## src/rtl/traffic_pkg.sv

```systemverilog
`default_nettype none
// ============================================================================
// Module  : traffic_pkg
// Brief   : Light-state encodings and default timing constants for the
//           traffic-light controller and its timer/sensor partner.
// Rev     : 1.0  initial release
// ============================================================================
package traffic_pkg;

  // Lamp order {main R,Y,G, side R,Y,G}; exactly one lamp lit per road.
  typedef enum logic [5:0] {
    MRG = 6'b001_100,
    MRY = 6'b010_100,
    SRG = 6'b100_001,
    SRY = 6'b100_010
  } light_t;

  localparam int unsigned CLK_PER_TICK_DEF = 10;
  localparam int unsigned T_SHORT_DEF      = 4;
  localparam int unsigned T_LONG_DEF       = 14;
  localparam int unsigned CW_DEF           = 8;
  localparam int unsigned DEB_DEF          = 3;

  // Width of a counter that runs 0..n-1; never narrower than one bit.
  function automatic int unsigned cnt_width(input int unsigned n);
    return (n > 1) ? $clog2(n) : 1;
  endfunction

endpackage
`default_nettype wire

```

## src/rtl/car_debounce.sv

```systemverilog
`default_nettype none
// ============================================================================
// Module  : car_debounce
// Brief   : Two-flop synchroniser plus DEB-sample stability filter for the
//           side-road car sensor.
// Rev     : 1.0  initial release
// ============================================================================
module car_debounce
  import traffic_pkg::*;
#(
  parameter int unsigned DEB = DEB_DEF
) (
  input  logic clk,
  input  logic rst,
  input  logic car_raw,
  output logic car_filt,
  output logic car_rise
);

  localparam int unsigned c_DW = cnt_width(DEB);

  logic            r_meta;
  logic            r_sync;
  logic            r_filt;
  logic [c_DW-1:0] r_cnt;
  logic            w_differ;
  logic            w_done;

  assign w_differ = r_sync ^ r_filt;
  // Filtered level flips on the edge where the DEB-th disagreeing sample is seen.
  assign w_done   = w_differ && (r_cnt == c_DW'(DEB - 1));

  always_ff @(posedge clk or negedge rst) begin
    if (!rst) begin
      r_meta <= 1'b0;
      r_sync <= 1'b0;
      r_filt <= 1'b0;
      r_cnt  <= '0;
    end else begin
      r_meta <= car_raw;
      r_sync <= r_meta;
      if (w_done) begin
        r_filt <= r_sync;
        r_cnt  <= '0;
      end else if (w_differ) begin
        r_cnt  <= r_cnt + c_DW'(1);
      end else begin
        r_cnt  <= '0;
      end
    end
  end

  assign car_filt = r_filt;
  // Strobe valid in the cycle before car_filt goes high, so the request latch
  // can arbitrate against SG on the very same edge.
  assign car_rise = w_done & r_sync;

endmodule
`default_nettype wire

```

## src/rtl/traffic_timer_sensor.sv

```systemverilog
`default_nettype none
// ============================================================================
// Module  : traffic_timer_sensor
// Brief   : Interval timer with tick prescaler, TS/TL gating and side-road
//           car request latch feeding the traffic-light fsm.
// Rev     : 1.0  initial release
// ============================================================================
module traffic_timer_sensor
  import traffic_pkg::*;
#(
  parameter int unsigned CLK_PER_TICK = CLK_PER_TICK_DEF,
  parameter int unsigned T_SHORT      = T_SHORT_DEF,
  parameter int unsigned T_LONG       = T_LONG_DEF,
  parameter int unsigned CW           = CW_DEF,
  parameter int unsigned DEB          = DEB_DEF
) (
  input  logic          clk,
  input  logic          rst,
  input  logic          ST,
  input  logic          SG,
  input  logic          car_raw,
  output logic          TS,
  output logic          TL,
  output logic          C,
  output logic [CW-1:0] tick_cnt
);

  localparam int unsigned c_PW = cnt_width(CLK_PER_TICK);

  logic [c_PW-1:0] r_presc;
  logic [CW-1:0]   r_tick_cnt;
  logic            r_car_req;
  logic            w_tick;
  logic            w_at_long;
  logic            w_car_filt;
  logic            w_car_rise;

  assign w_tick    = (r_presc == c_PW'(CLK_PER_TICK - 1));
  assign w_at_long = (r_tick_cnt >= CW'(T_LONG));

  // ST restarts both counters and beats a coincident tick.
  always_ff @(posedge clk or negedge rst) begin
    if (!rst) begin
      r_presc    <= '0;
      r_tick_cnt <= '0;
    end else if (ST) begin
      r_presc    <= '0;
      r_tick_cnt <= '0;
    end else begin
      r_presc <= w_tick ? '0 : r_presc + c_PW'(1);
      if (w_tick && !w_at_long) begin
        r_tick_cnt <= r_tick_cnt + CW'(1);
      end
    end
  end

  // Gating with ~ST hides the stale count in the restart cycle.
  assign TS       = (r_tick_cnt >= CW'(T_SHORT)) & ~ST;
  assign TL       = w_at_long & ~ST;
  assign tick_cnt = r_tick_cnt;

  car_debounce #(
    .DEB      (DEB)
  ) u_car_debounce (
    .clk      (clk),
    .rst      (rst),
    .car_raw  (car_raw),
    .car_filt (w_car_filt),
    .car_rise (w_car_rise)
  );

  // SG clear wins, so during side green C follows the live filtered level.
  always_ff @(posedge clk or negedge rst) begin
    if (!rst) begin
      r_car_req <= 1'b0;
    end else if (SG) begin
      r_car_req <= 1'b0;
    end else if (w_car_rise) begin
      r_car_req <= 1'b1;
    end
  end

  assign C = w_car_filt | r_car_req;

endmodule
`default_nettype wire

```

## config.mk

```make
export PLATFORM = sky130hd
export DESIGN_NAME = traffic_timer_sensor
export DESIGN_NICKNAME = d
export VERILOG_FILES = /design/src/rtl/traffic_pkg.sv /design/src/rtl/car_debounce.sv /design/src/rtl/traffic_timer_sensor.sv
export SDC_FILE = /design/constraint.sdc
export NUM_CORES = 1
export LEC_CHECK = 0
export CORE_UTILIZATION = 52
export CTS_BUF_LIST = sky130_fd_sc_hd__clkbuf_4
export DETAILED_ROUTE_END_ITERATION = 7
export HOLD_SLACK_MARGIN = 0.08
export PLACE_DENSITY = 0.77
export REMOVE_ABC_BUFFERS = 1
export SKIP_CTS_REPAIR_TIMING = 1
export SLEW_MARGIN = 5
export SYNTH_ARGS = -nofsm -noshare
export SYNTH_HDL_FRONTEND = slang
export SYNTH_SLANG_ARGS = --single-unit
```

## constraint.sdc

```tcl
create_clock -name clk -period 2.3 [get_ports clk]
set_input_delay 0.46 -clock clk [delete_from_list [all_inputs] [get_ports clk]]
set_output_delay 0.46 -clock clk [all_outputs]
set_load 0.01 [all_outputs]
```

=== Word-level counts from Yosys, hierarchy flattened ===
Index checks and enable logic that the tools add are counted.

* Register bits: 18
* Bits of input ports: 5
* Output and inout port bits: 11
* Word-level logic and storage cells: 33

* Add/sub/neg operators: 3
* Order comparisons: 2
* Equal/unequal tests: 2
* Muxes and demuxes: 8
* Bitwise gates (word level): 6
* Reduce and logical (&&, ||, !) cells: 5

{| class="wikitable"
|+ Operators with widths
! kind !! number
|-
| $mux 8 || 2
|-
| $add 8x1->8 const B || 1
|-
| $ge 8x3->1 const B || 1
|-
| $ge 8x4->1 const B || 1
|-
| $mux 4 || 2
|-
| $add 4x1->4 const B || 1
|-
| $eq 4x4->1 const B || 1
|-
| $mux 2 || 2
|-
| $reduce_bool 2->1 || 2
|-
| $and 1x1->1 || 3
|-
| $add 2x1->2 const B || 1
|-
| $eq 2x2->1 const B || 1
|-
| $logic_and 1x1->1 || 2
|-
| $mux 1 || 2
|-
| $logic_not 1->1 || 1
|-
| $not 1->1 || 1
|-
| $or 1x1->1 || 1
|-
| $xor 1x1->1 || 1
|}

=== Logic depth before layout (Yosys ltp) ===
Gate-level depths: netlist of the first run.

* Depth in word-level cells: 5
* Depth in mapped cells: 5
* Depth with buffers taken out: 5

=== Hierarchy ===
From an unflattened synthesis of the first run, not the netlist that was laid out.

* Cell total of the unflattened synthesis: 73
* Area, all modules: 835.8 µm²

{| class="wikitable"
|+ By module, submodules not included
! module !! times used !! cells each !! area each (µm²) !! seq. area each (µm²)
|-
| traffic_timer_sensor || 1 || 59 || 659.4 || 325.3
|-
| car_debounce || 1 || 14 || 176.4 || 125.1
|}

=== Worst setup path after synthesis of the first run ===
OpenSTA, ideal clock, no wires.

* Path type: register -> register
* Start: register r_tick_cnt[0] (netlist: tick_cnt[0])
* End: register r_tick_cnt[2] (netlist: tick_cnt[2])
* Setup time: 0.128 ns
* Arrival: 1.552 ns
* Required time: 2.172 ns
* Slack: 0.621 ns
* Cell stages (with the launch flop): 6
* Buffers on the path: 0
* Period minus slack after synthesis: 1.679 ns
* Cell sequence: dfrtp_1 inv_1 ha_1 o211a_2 nor4b_2 mux2_1

* Longest elaborated chain between the ends: 4
* Elaborated cells on any way between the ends: 7
* Classes of those cells: add/sub (1); order compare (1); mux (2); reduce/logical (3)

{| class="wikitable"
|+ RTL lines
! element !! line !! text
|-
| start: declaration || traffic_timer_sensor.sv:31 || <nowiki>logic [CW-1:0] r_tick_cnt;</nowiki>
|-
| start signal: assignment || traffic_timer_sensor.sv:52 || <nowiki>r_tick_cnt <= r_tick_cnt + CW'(1);</nowiki>
|-
| $ge 8x4->1 || traffic_timer_sensor.sv:39 || <nowiki>assign w_at_long = (r_tick_cnt >= CW'(T_LONG));</nowiki>
|-
| $logic_not 1->1 || traffic_timer_sensor.sv:51 || <nowiki>if (w_tick && !w_at_long) begin</nowiki>
|-
| $logic_and 1x1->1 || traffic_timer_sensor.sv:51 ||
|-
| $reduce_bool 2->1 (no line) || n/a ||
|}

Several ways; a longest one is shown, not always the timed one. The select of a mux whose other input is x is not followed.
A chain may end at the register's enable or synchronous reset.

=== Worst setup path in the final report of the first run ===
* Start: register r_tick_cnt[5] (netlist: tick_cnt[5])
* End: output TS

* Longest elaborated chain between the ends: 2

{| class="wikitable"
|+ RTL lines
! element !! line !! text
|-
| $ge 8x3->1 || traffic_timer_sensor.sv:58 || <nowiki>assign TS = (r_tick_cnt >= CW'(T_SHORT)) & ~ST;</nowiki>
|-
| $and 1x1->1 || traffic_timer_sensor.sv:58 ||
|-
| end: declaration || traffic_timer_sensor.sv:22 || <nowiki>output logic TS,</nowiki>
|}

No other way between the ends.

==> run summary, run 1 <==
Status -> complete, no violations
Fillcell total -> 107
Top post-synthesis cells by area -> dfrtp_1, ha_1, nor2_1
Antenna violations before repair -> 0
Sequential fraction of the synthesis area -> 53.8%
EDFF count, synth -> 0
Layout cells sized above 1 -> 18.9%
Die area -> 0.00177 mm^2
Synth Area in Adders -> 7.47%
Gpl congestion -> 0.747
Setup ws final -> 110 ps
Post-Synth XOR/XNOR Area -> 2.09%
Gr usage total -> 20.6%
Cells after DPL -> 105
Routed Antenna Nets -> 0
DRT iter0 DRCs -> 7
Area of the multi-input gates -> 375 um^2
H-tree depth -> 1
Setup TNS -> 0 ps
Die height -> 42.1 um
Reg area -> 450 um^2
Met3 GRT Util -> 3.88%
Detailed-route via count -> 593
FF-to-FF Start -> tick_cnt[5]
Port Buffers -> 15
Clock Latency Late Sink -> 290 ps
HPWL after DPL -> 1.14 mm
Hold Path Origin -> u_car_debounce.r_meta
Largest net degree at the start of global routing -> 19
DRT Pass-1 Iters -> 4
Site Rows -> 14
Global-route wire length before repair -> 2.63 mm
Worst stage delay on the critical path -> 560 ps
Yosys cell types -> 26
Synth async-reset ratio -> 100%
Fin. max-slew vios -> 0
GRT met1 Usage -> 24.1%
Clock buffers created by TritonCTS -> 3
Max cap viols -> 0
Worst Path Buf+Inv -> 2
Critical path data required time -> 1840 ps
Pre-CTS setup slack -> 197 ps
M2 GR Usage -> 35.3%
Pwr/cell area -> 587 mW/mm^2
Synth-to-layout area growth -> 29.4%
ANT cells -> 0
Most frequent cells in the layout -> dfrtp_1, clkdlybuf4s50_1, nor2_1
Critical path arrival -> 1730 ps
Period Utilization, post-route -> 95.2%
Final min period -> 2190 ps
Global route hottest layer -> met2
Yosys top cell area share -> 53.8%
Die width -> 42.1 um
Simple-Gate Fraction of Synth Area -> 22.4%
Starting density of the core -> 55.6%
Most used DFF post-synth -> dfrtp_1
CP Max Fanout -> 3
FF+latch count, synth -> 18
Slew HR -> 81.2%
Critical path startpoint -> tick_cnt[5]
Fin cells -> 111
Gr ovfl total -> 0
Reg clk slew, reported paths -> 100 ps
# IOs -> 16
Clock skew -> 4.39 ps
Post-synthesis cell count -> 72
Peak supply drop -> 0.466 mV
Post-synthesis compound-gate area fraction -> 7.03%
Main combinational cell family by area after synthesis -> simple AND/OR/NAND/NOR gates
Critical path class -> register to output pin
Vias in the first global route -> 628
Deepest clock path buffer count -> 2
Final hold violation count -> 0
Root Driver -> clkbuf_4
Avg Cell Area, Syn -> 11.6 um^2
Worst Tran Pin Value -> 281 ps
RSZ-0062 raised after global routing -> false
TritonCTS clock tree -> yes
DR vias/cell -> 5.34
Core ar. -> 0.00151 mm^2
Synth Warn # -> 0
Critical-path cell list -> or4_4 > buf_6 > nor3_2 > nor2_1 > dlymetal6s2s_1
Commonest non-fill, non-tap cell in the layout -> dfrtp_1
Post-Syn Area -> 837 um^2
Final #Nets -> 106
Final setup fails -> 0
Hold slack -> 368 ps
CP Capture Type -> output pin
Delay-heaviest family, CP -> simple AND/OR/NAND/NOR gates
Crit path launch type -> register
Peak Freq -> 0.457 GHz
Final WL -> 1.53 mm
Count of clock tree sinks -> 18
Yosys top cell by area -> dfrtp_1
Fraction of synthesized area in multiplexers -> 4.93%
Critical-path top delay cell -> or4_4
DRC -> 0
Routed WL per cell -> 13.8 um
LEAKAGE -> 0.554 nW
Hold WC Path Type -> register to register
-- cells by family (layout without fill, tap and decap cells) --
group | count (synthesis) | after routing
flops | 18 | 18
xor+xnor | 2 | 2
compound gates | 8 | 8
mux | 3 | 3
simple gates | 31 | 31
buf+inv | 5 | 28
fa+ha+maj | 5 | 5
-- worst paths after layout --
path                       slack, ps                     to  depth (start not counted)
min in group asynchronous        490            tick_cnt[2]                          2
max reg2reg                      460            tick_cnt[1]                          4
min                              370  u_car_debounce.r_sync                          0
min reg2reg                      370  u_car_debounce.r_sync                          0
max in group asynchronous       1620            tick_cnt[7]                          2
max                              110                     TS                          5
-- cells in the mapped netlist (2+ instances only) --
library cell  number
dfrtp_1           18
nor2_1            13
nor2b_1            7
ha_1               5
inv_1              4
a41o_1             2
mux2_4             2
nand2b_1           2
o21ai_0            2
-- layer usage --
metal,part of all wire [%],routed length [um]
met3,3.8,58
met1,44,679
met4,2.4,37
met2,49,755
met5,0,0
-- state kept, by name, indices dropped and copies added, names as in the netlist --
register and flops:
u_car_debounce.car_filt 1, r_presc 4, r_car_req 1, tick_cnt 8
u_car_debounce.r_sync 1, u_car_debounce.r_cnt 2, u_car_debounce.r_meta 1
-- layout make-up --
cell class              count  area share, %
clock buffers               3           2.08
clock inverters             1          0.346
inverters                   4           1.39
multi-input cells          49           34.6
flip-flops and latches     18           41.6
well taps                  16           1.85
repair buffers             20           18.1
-- power by group --
part / internal, W / switching (W) / total (W)
registers: 0.000346 / 0.0000184 / 0.000364
clock network: 0.0000632 / 0.0000946 / 0.000158
logic: 0.0000588 / 0.0000549 / 0.000114
-- metrics by stage --
step | area (um^2) | total power [W] | util (%)
after global placement | 1030 | 0.000480 | 68.1
after global routing | 1080 | 0.000679 | 71.9
final | 1080 | 0.000636 | 71.9
after detailed placement | 1030 | 0.000485 | 68.1
after CTS | 1050 | 0.000645 | 69.9
after floorplan | 833 | 0.000434 | -
Power figures use the tool's default switching activity.
==> inputs of run 2 (changes only) <==
--- a/config.mk
+++ b/config.mk
@@ -7,6 +7,7 @@
 export LEC_CHECK = 0
 export CORE_UTILIZATION = 52
 export CTS_BUF_LIST = sky130_fd_sc_hd__clkbuf_4
+export CTS_CLUSTER_DIAMETER = 40
 export DETAILED_ROUTE_END_ITERATION = 7
 export HOLD_SLACK_MARGIN = 0.08
 export PLACE_DENSITY = 0.77
==> results of run 2 <==
No change in the layout: final DEF, timing and power equal those of run 1.
